`config.mk`:
```
export PLATFORM = sky130hd
export DESIGN_NAME = disp_mux_bcd
export DESIGN_NICKNAME = d
export VERILOG_FILES = /design/src/rtl/disp_mux_bcd.sv
export SDC_FILE = /design/constraint.sdc
export NUM_CORES = 1
export LEC_CHECK = 0
export ABC_AREA = 1
export BUFFER_PORTS_ARGS = -buffer_cell sky130_fd_sc_hd__buf_2
export CORE_ASPECT_RATIO = 0.7
export CORE_MARGIN = 10
export CORE_UTILIZATION = 50
export CTS_BUF_LIST = sky130_fd_sc_hd__clkbuf_8
export CTS_CLUSTER_DIAMETER = 150
export CTS_CLUSTER_SIZE = 8
export DETAILED_ROUTE_END_ITERATION = 16
export PLACE_DENSITY = 0.74
export SKIP_CTS_REPAIR_TIMING = 1
export SYNTH_ARGS = -nofsm -noshare
export SYNTH_HDL_FRONTEND = slang
export SYNTH_SLANG_ARGS = --single-unit
```
`constraint.sdc`:
```
create_clock -name clk -period 1.6 [get_ports clk]
set_input_delay 0.24 -clock clk [delete_from_list [all_inputs] [get_ports clk]]
set_output_delay 0.24 -clock clk [all_outputs]
set_load 0.03 [all_outputs]
```
`src/rtl/disp_mux_bcd.sv`:
```
// Time-multiplexed 4-digit seven-segment driver with per-frame input shadowing,
// leading-zero blanking and decimal points. Optional duty-cycle dimming: DISP_DIMMING_EN.
module disp_mux_bcd #(
   parameter int N = 18
) (
   input  logic       clk,
   input  logic       rst,
   input  logic [3:0] d3,
   input  logic [3:0] d2,
   input  logic [3:0] d1,
   input  logic [3:0] d0,
   input  logic [3:0] dp_in,
   input  logic       blank_lz,
`ifdef DISP_DIMMING_EN
   input  logic [1:0] duty,
`endif
   output logic [3:0] an,
   output logic [7:0] sseg
);

   logic [N-1:0]      q;
   logic [3:0][3:0]   s_dig;
   logic [3:0]        s_dp;
   logic [1:0]        sel;
   logic [3:0]        an_nx;
   logic [7:0]        sseg_nx;
   logic              b3, b2, b1;
   logic              blanked;
   logic              lit;

   assign sel = q[N-1:N-2];

   // Active-low {g,f,e,d,c,b,a}; codes above 9 show a dash.
   function automatic logic [6:0] seg7(input logic [3:0] v);
      case (v)
         4'd0:    seg7 = 7'b1000000;
         4'd1:    seg7 = 7'b1111001;
         4'd2:    seg7 = 7'b0100100;
         4'd3:    seg7 = 7'b0110000;
         4'd4:    seg7 = 7'b0011001;
         4'd5:    seg7 = 7'b0010010;
         4'd6:    seg7 = 7'b0000010;
         4'd7:    seg7 = 7'b1111000;
         4'd8:    seg7 = 7'b0000000;
         4'd9:    seg7 = 7'b0010000;
         default: seg7 = 7'b0111111;
      endcase
   endfunction

   // Blanking chain works on the shadowed digits so it is stable for a whole frame.
   assign b3 = blank_lz & (s_dig[3] == 4'd0);
   assign b2 = b3 & (s_dig[2] == 4'd0);
   assign b1 = b2 & (s_dig[1] == 4'd0);

   always_comb begin
      // NOTE: every output gets a default first so no path leaves it unassigned (no latch).
      an_nx   = 4'b1111;
      sseg_nx = 8'hFF;
      case (sel)
         2'd3:    blanked = b3;
         2'd2:    blanked = b2;
         2'd1:    blanked = b1;
         default: blanked = 1'b0;
      endcase
`ifdef DISP_DIMMING_EN
      lit = (q[N-3:N-4] <= duty);
`else
      lit = 1'b1;
`endif
      if (!blanked && lit) begin
         an_nx   = ~(4'b0001 << sel);
         sseg_nx = {~s_dp[sel], seg7(s_dig[sel])};
      end
   end

   always_ff @(posedge clk) begin
      if (rst) begin
         q     <= '0;
         s_dig <= '0;
         s_dp  <= '0;
         an    <= 4'b1111;
         sseg  <= 8'hFF;
      end else begin
         // NOTE: non-blocking so the shadow load and decode both see this cycle's q.
         q    <= q + 1'b1;
         an   <= an_nx;
         sseg <= sseg_nx;
         if (q == '1) begin
            s_dig <= {d3, d2, d1, d0};
            s_dp  <= dp_in;
         end
      end
   end

endmodule

```
==> results_dict.tcl, run 1 <==
set metrics [dict create \
    outcome "finished, final reports clean" \
    final.min_clock_period_ns 1.54 \
    critPathCaptureType "flop" \
    crit_chain "ha_2, nand2_2, nor2_4, nand2_2, nor2_4, nand2_1, buf_4, nand2_1, a21oi_1" \
    antennaDiodeCount 0 \
    instances_no_fill 437 \
    initial_utilization 0.524 \
    cp_data_arrival_time_ns 1.73 \
    clock_latency_ns 0.30 \
    drt_wl_total_um 5820 \
    grt_overflow 0 \
    antenna_found_initial 0 \
    rows 20 \
    synthDistinctLibCells 25 \
    regArea_um2 1010 \
    drt-initial-drc-count 117 \
    slowest_delay_ns 0.35 \
    cp_top_family "simple AND/OR/NAND/NOR gates" \
    vias_per_cell 5.05 \
    drtPass1Iterations 4 \
    finalSetupViolCount 0 \
    numCtsBuffers 5 \
    slew_violations 0 \
    via_count 2208 \
    skew_ns 0.00600 \
    synthArstFlopShare 0 \
    worstSetupPathType "flop to flop" \
    drc_errors 0 \
    post-route-period-util 0.963 \
    crit_required_ns 1.78 \
    hpwlAfterDp_um 4370 \
    synth_top_area_share 0.434 \
    final_area_um2 2850 \
    core_area_um2 4400 \
    synth_ff_type "dfxtp_1" \
    synth_top_cell_by_area "dfxtp_1" \
    swShare 0.202 \
    critPathSlowestCell "dfxtp_2" \
    hold_path_depth 3 \
    drive_gt1_frac 0.243 \
    area_growth_pct 23.3 \
    hold_violations 0 \
    power_frac_clock 0.432 \
    ctsRootBufferMaster "clkbuf_8" \
    io_buffers 34 \
    critical_path_depth 9 \
    gp_congestion 0.940 \
    dieArea_um2 7770 \
    placed_cell_area_um2 2630 \
    grt_pass1_wl_um 9480 \
    start_kind "flop" \
    hold_path_class "primary input to flop" \
    synth_edf_count 0 \
    setup_tns_ns 0 \
    cp_num_buf_inv 1 \
    grt_usage 0.146 \
    seqPwrFrac 0.525 \
    reg2reg_slack_ns 0.06 \
    grt_max_degree 22 \
    power_frac_comb 0.043 \
    io_pins 35 \
    ir_drop_mv 0.543 \
    finalCoreUtilization 0.646 \
    worstMarginPinSlew_ns 0.370 \
    ys_seq_elements 50 \
    clk_pin_slew_ns 0.09 \
    p_per_area_nw_per_um2 847 \
    crit_fanout 8 \
    yosysWarnings 0 \
    max_slew_margin 0.753 \
    ctsHtreeMaxLevel 2 \
    grt_pass1_vias 2036 \
    leakage_nw 1.21 \
    wl_per_cell_um 13.3 \
    switchingPower_mw 0.487 \
    synth_fp_nets 357 \
    multi_input_area_um2 1200 \
    report.power.total_mw 2.41 \
    fillers 379 \
    ys_seq_area_frac 0.434 \
    ant_nets 0 \
    syn-instance-count 328 \
    cts.sink_count 50 \
    synth.area.top_cells "dfxtp_1, nand2_1, nand3_1" \
    max_freq_ghz 0.649 \
    maxCapViolations 0 \
    postSynthAreaPerCell_um2 7.03 \
    final_nets 410 \
    fp.dieW_um 101 \
    syn-cell-area_um2 2310 \
    die_y_um 76.8 \
    cts_tree "done" \
    dp.cells 426 \
    power.internal_mw 1.92 \
    r2r_cells 9 \
    clockBufferDepth 2 \
]
## flip-flops by register name, indices dropped and copies added, names as in the netlist
signal  flops
an          4
s_dig      16
q          18
sseg        8
s_dp        4
## routing by layer
| metal | global-route usage | part of all wire | vias to the layer above |
|---|---|---|---|
| met1 | 0.220 | 0.52 | 982 |
| met2 | 0.187 | 0.38 | 61 |
| met3 | 0.0492 | 0.094 | 2 |
| met5 | 0 | 0 | - |
| li1 | - | - | 1163 |
| met4 | 0.0361 | 0.0033 | 0 |
## placed cells by master, fill, tap and decap left out, drive strengths merged, types with 2 or more instances in the layout
cell | netlist | final
clkbuf | 3 | 5
buf | 9 | 58
nand2 | 100 | 100
nor2 | 48 | 48
inv | 19 | 19
nor3 | 3 | 3
nand4 | 3 | 3
nand3 | 43 | 43
o21ai | 7 | 7
bufinv | 0 | 2
dfxtp | 50 | 50
ha | 6 | 6
nor3b | 2 | 2
a21oi | 27 | 27
xor2 | 3 | 3
## worst reg2reg max path, cell delays in order, from the launching register on
cell and delay (ns):
dfxtp_2 0.35, ha_2 0.20, nand2_2 0.08, nor2_4 0.13, nand2_2 0.09, nor2_4 0.16
nand2_1 0.11, buf_4 0.18, nand2_1 0.06, a21oi_1 0.06
## cells in the mapped netlist, types with 3 or more instances
cell type and number:
inv_2 4, nand3_1 43, clkbuf_1 3, ha_1 6, nand2_1 97, nand2_2 3
nor2_1 43, o21ai_0 7, a21oi_1 27, buf_2 5, dfxtp_1 50, inv_1 15
nand4_1 3, xor2_1 3, nor2_4 3, nor3_1 3
## area by class of cell
| cell class | count | area share |
|---|---|---|
| multi-input combinational | 247 | 0.421 |
| clock inverter | 3 | 0.0242 |
| inverter | 19 | 0.0251 |
| sequential | 50 | 0.355 |
| clock buffer | 5 | 0.0242 |
| tap | 55 | 0.0242 |
| timing repair buffer | 58 | 0.126 |
## cells by family after synthesis
kind of cell	count (synthesis)	synth area share
buf+inv	31	0.0629
simple gates	201	0.376
compound gates	37	0.0830
flops	50	0.434
xor+xnor	3	0.0114
fa+ha+maj	6	0.0325
## power groups by stage
stage	registers [mW]	clock network, mW	logic [mW]
2_1_floorplan	1.32	0	0.0329
3_3_place_gp	1.30	0	0.102
3_5_place_dp	1.30	0	0.103
4_1_cts	1.27	1.07	0.104
5_1_grt	1.27	1.12	0.115
6_report	1.26	1.04	0.104
## path summary, 6_finish.rpt
kind	startpoint	end
worst min-delay path	d0[0]	s_dig[0]$_SDFFE_PP0N_
worst max-delay path	q[1]$_SDFF_PP0_	s_dig[14]$_SDFFE_PP0N_
worst max register to register	q[1]$_SDFF_PP0_	s_dig[14]$_SDFFE_PP0N_
worst min register to register	s_dig[3]$_SDFFE_PP0N_	s_dig[3]$_SDFFE_PP0N_
## through the flow
| step | hold slack, ns | setup slack [ns] |
|---|---|---|
| detailed placement | 0.458 | -0.0399 |
| global route | 0.205 | -0.0347 |
| CTS | 0.193 | -0.0529 |
| finish | 0.198 | 0.0586 |
| global placement | 0.452 | 0.0280 |
| floorplan | 0.352 | 0.0349 |
(Power assumes the default switching activity.)
==> run 2, diff against run 1 <==
Settings changed: ABC_AREA 1 to default, BUFFER_PORTS_ARGS -buffer_cell sky130_fd_sc_hd__buf_2 to -buffer_cell sky130_fd_sc_hd__clkbuf_2.
==> results_dict.tcl, run 2 <==
set metrics [dict create \
    outcome "finished, violations left" \
    violations "negative setup slack" \
    wl_per_cell_um 14.8 \
    crit_required_ns 1.78 \
    switchingPower_mw 0.480 \
    drc_errors 0 \
    gp_congestion 0.893 \
    synthArstFlopShare 0 \
    setup_tns_ns -0.765 \
    hold_violations 0 \
    max_slew_margin 0.744 \
    io_buffers 34 \
    synth_most_common_cell "dfxtp_1" \
    drive_gt1_frac 0.341 \
    hold_path_class "primary input to flop" \
    rsz0062_at_grt "yes" \
    hpwlAfterDp_um 3950 \
    drt-initial-drc-count 82 \
    post-route-period-util 1.13 \
    ctsRootBufferMaster "clkbuf_8" \
    cts.sink_count 50 \
    skew_ns 0.00525 \
    ys_seq_elements 50 \
    critPathCaptureType "flop" \
    largest_registers "q x18, s_dig x16, sseg x8" \
    leakage_nw 1.12 \
    worstMarginPinSlew_ns 0.384 \
    worstSetupPathType "flop to flop" \
    power_frac_clock 0.342 \
    die_y_um 76.1 \
    clockBufferDepth 2 \
    finalSetupViolCount 6 \
    antenna_found_initial 0 \
    final.min_clock_period_ns 1.80 \
    grt_pass1_vias 1849 \
    crit_fanout 4 \
    final_nets 336 \
    slowest_delay_ns 0.55 \
    grt_max_degree 26 \
    largest_register "q" \
    io_pins 35 \
    swShare 0.230 \
    report.power.total_mw 2.08 \
    synth_top_area_share 0.445 \
    core_area_um2 4330 \
    slew_violations 0 \
    power_frac_comb 0.052 \
    rows 20 \
    dieArea_um2 7620 \
    ir_drop_mv 0.438 \
    fp.dieW_um 100 \
    final_common_cell "dfxtp_1" \
    synth_ff_type "dfxtp_1" \
    drtPass1Iterations 4 \
    drt_wl_total_um 5390 \
    syn-cell-area_um2 2250 \
    finalCoreUtilization 0.656 \
    largest_reg_flops 18 \
    synthDistinctLibCells 41 \
    clock_latency_ns 0.30 \
    synth.area.top_cells "dfxtp_1, nand3_1, a21oi_1" \
    dpl_worst_slack_ns -0.186 \
    start_kind "flop" \
    p_per_area_nw_per_um2 734 \
    grt_usage 0.140 \
    yosysWarnings 0 \
    via_count 1966 \
    synth_edf_count 0 \
    crit_chain "mux4_2, ha_2, mux2_2, mux2i_1, nand3_1" \
    seqPwrFrac 0.606 \
    area_growth_pct 26.3 \
    ant_nets 0 \
    syn-instance-count 247 \
    max_freq_ghz 0.555 \
    grt_pass1_wl_um 8940 \
    synth_top_cell_by_area "dfxtp_1" \
    ys_seq_area_frac 0.445 \
    initial_utilization 0.519 \
    vias_per_cell 5.42 \
    power.internal_mw 1.60 \
    cp_data_arrival_time_ns 1.98 \
    hold_ws_ns 0.168 \
    postSynthAreaPerCell_um2 9.10 \
    synthTopCellsByCount "dfxtp_1, nand3_1, a21oi_1" \
    clk_pin_slew_ns 0.09 \
    cts_tree "done" \
    finalWorstSetupSlack_ns -0.201 \
    antennaDiodeCount 0 \
    grt_overflow 0 \
    ctsHtreeMaxLevel 2 \
    synth_fp_nets 276 \
    critPathSlowestCell "mux4_2" \
    numCtsBuffers 5 \
    layout_common_cells "dfxtp_1, buf_4, nand3_1, clkbuf_2" \
    maxCapViolations 0 \
]
[run 2: cell count changes after synthesis, moves of 6 or more]
cell and delta:
o21ai_1 +21, nand2_1 -91, clkbuf_1 +7, xnor2_1 +7
inv_1 -9, nor2_1 -24, o21ai_0 -6, nand3_1 -8
[run 2: path summary, 6_finish.rpt]
path,slack [ns],startpoint,depth (start not counted),end
worst min-delay path,0.17,dp_in[3],3,s_dp[3]$_SDFFE_PP0N_
worst max-delay path,-0.20,q[17]$_SDFF_PP0_,5,sseg[0]$_SDFF_PP1_
worst min register to register,0.49,s_dp[2]$_SDFFE_PP0N_,2,s_dp[2]$_SDFFE_PP0N_
worst max register to register,-0.20,q[17]$_SDFF_PP0_,5,sseg[0]$_SDFF_PP1_
[run 2: metrics by stage]
step / cells / area [um2]
CTS: 362 / 2800
global route: 363 / 2840
finish: 363 / 2840
floorplan: 247 / 2260
global placement: 354 / 2710
detailed placement: 354 / 2710
[run 2: power by group through the flow]
| stage | clock [mW] | combinational (mW) | sequential [mW] |
|---|---|---|---|
| after detailed placement | 0 | 0.109 | 1.29 |
| final | 0.711 | 0.108 | 1.26 |
| after CTS | 0.728 | 0.110 | 1.26 |
| after global placement | 0 | 0.107 | 1.29 |
| after global routing | 0.767 | 0.120 | 1.26 |
| after floorplan | 0 | 0.0314 | 1.31 |
[run 2: worst max-delay path, delay by kind of cell, from the launching register on]
| kind | cells | cell delay [ns] |
|---|---|---|
| mux | 3 | 0.99 |
| flops | 1 | 0.38 |
| fa+ha+maj | 1 | 0.20 |
| simple gates | 1 | 0.10 |
[run 2: kinds of logic (layout without fill, tap and decap cells)]
kind of cell,count (synthesis),count (layout),share of synthesized area
buffers and inverters,25,86,0.0495
muxes,11,11,0.0824
xor gates and xnor gates,13,13,0.0506
adders and majority gates,6,6,0.0334
AOI/OAI and AO/OA,50,50,0.120
and+or+nand+nor,92,92,0.219
DFF,50,50,0.445
[run 2: final cells by class]
cell class              instances  area [um2]
fillers                       347        1490
repair buffers                 72         480
flip-flops and latches         50        1010
multi-input cells             172        1170
well taps                      55        68.8
inverters                       6        22.5
clock buffers                   5        68.8
clock inverters                 3        17.5
[run 2: routing by layer]
layer  GRT usage  part of all wire  up-vias
met5           0                 0        -
met4      0.0423             0.014        0
met3      0.0408             0.050        9
met2       0.190              0.41       50
met1       0.204              0.52      901
li1            -                 -     1006
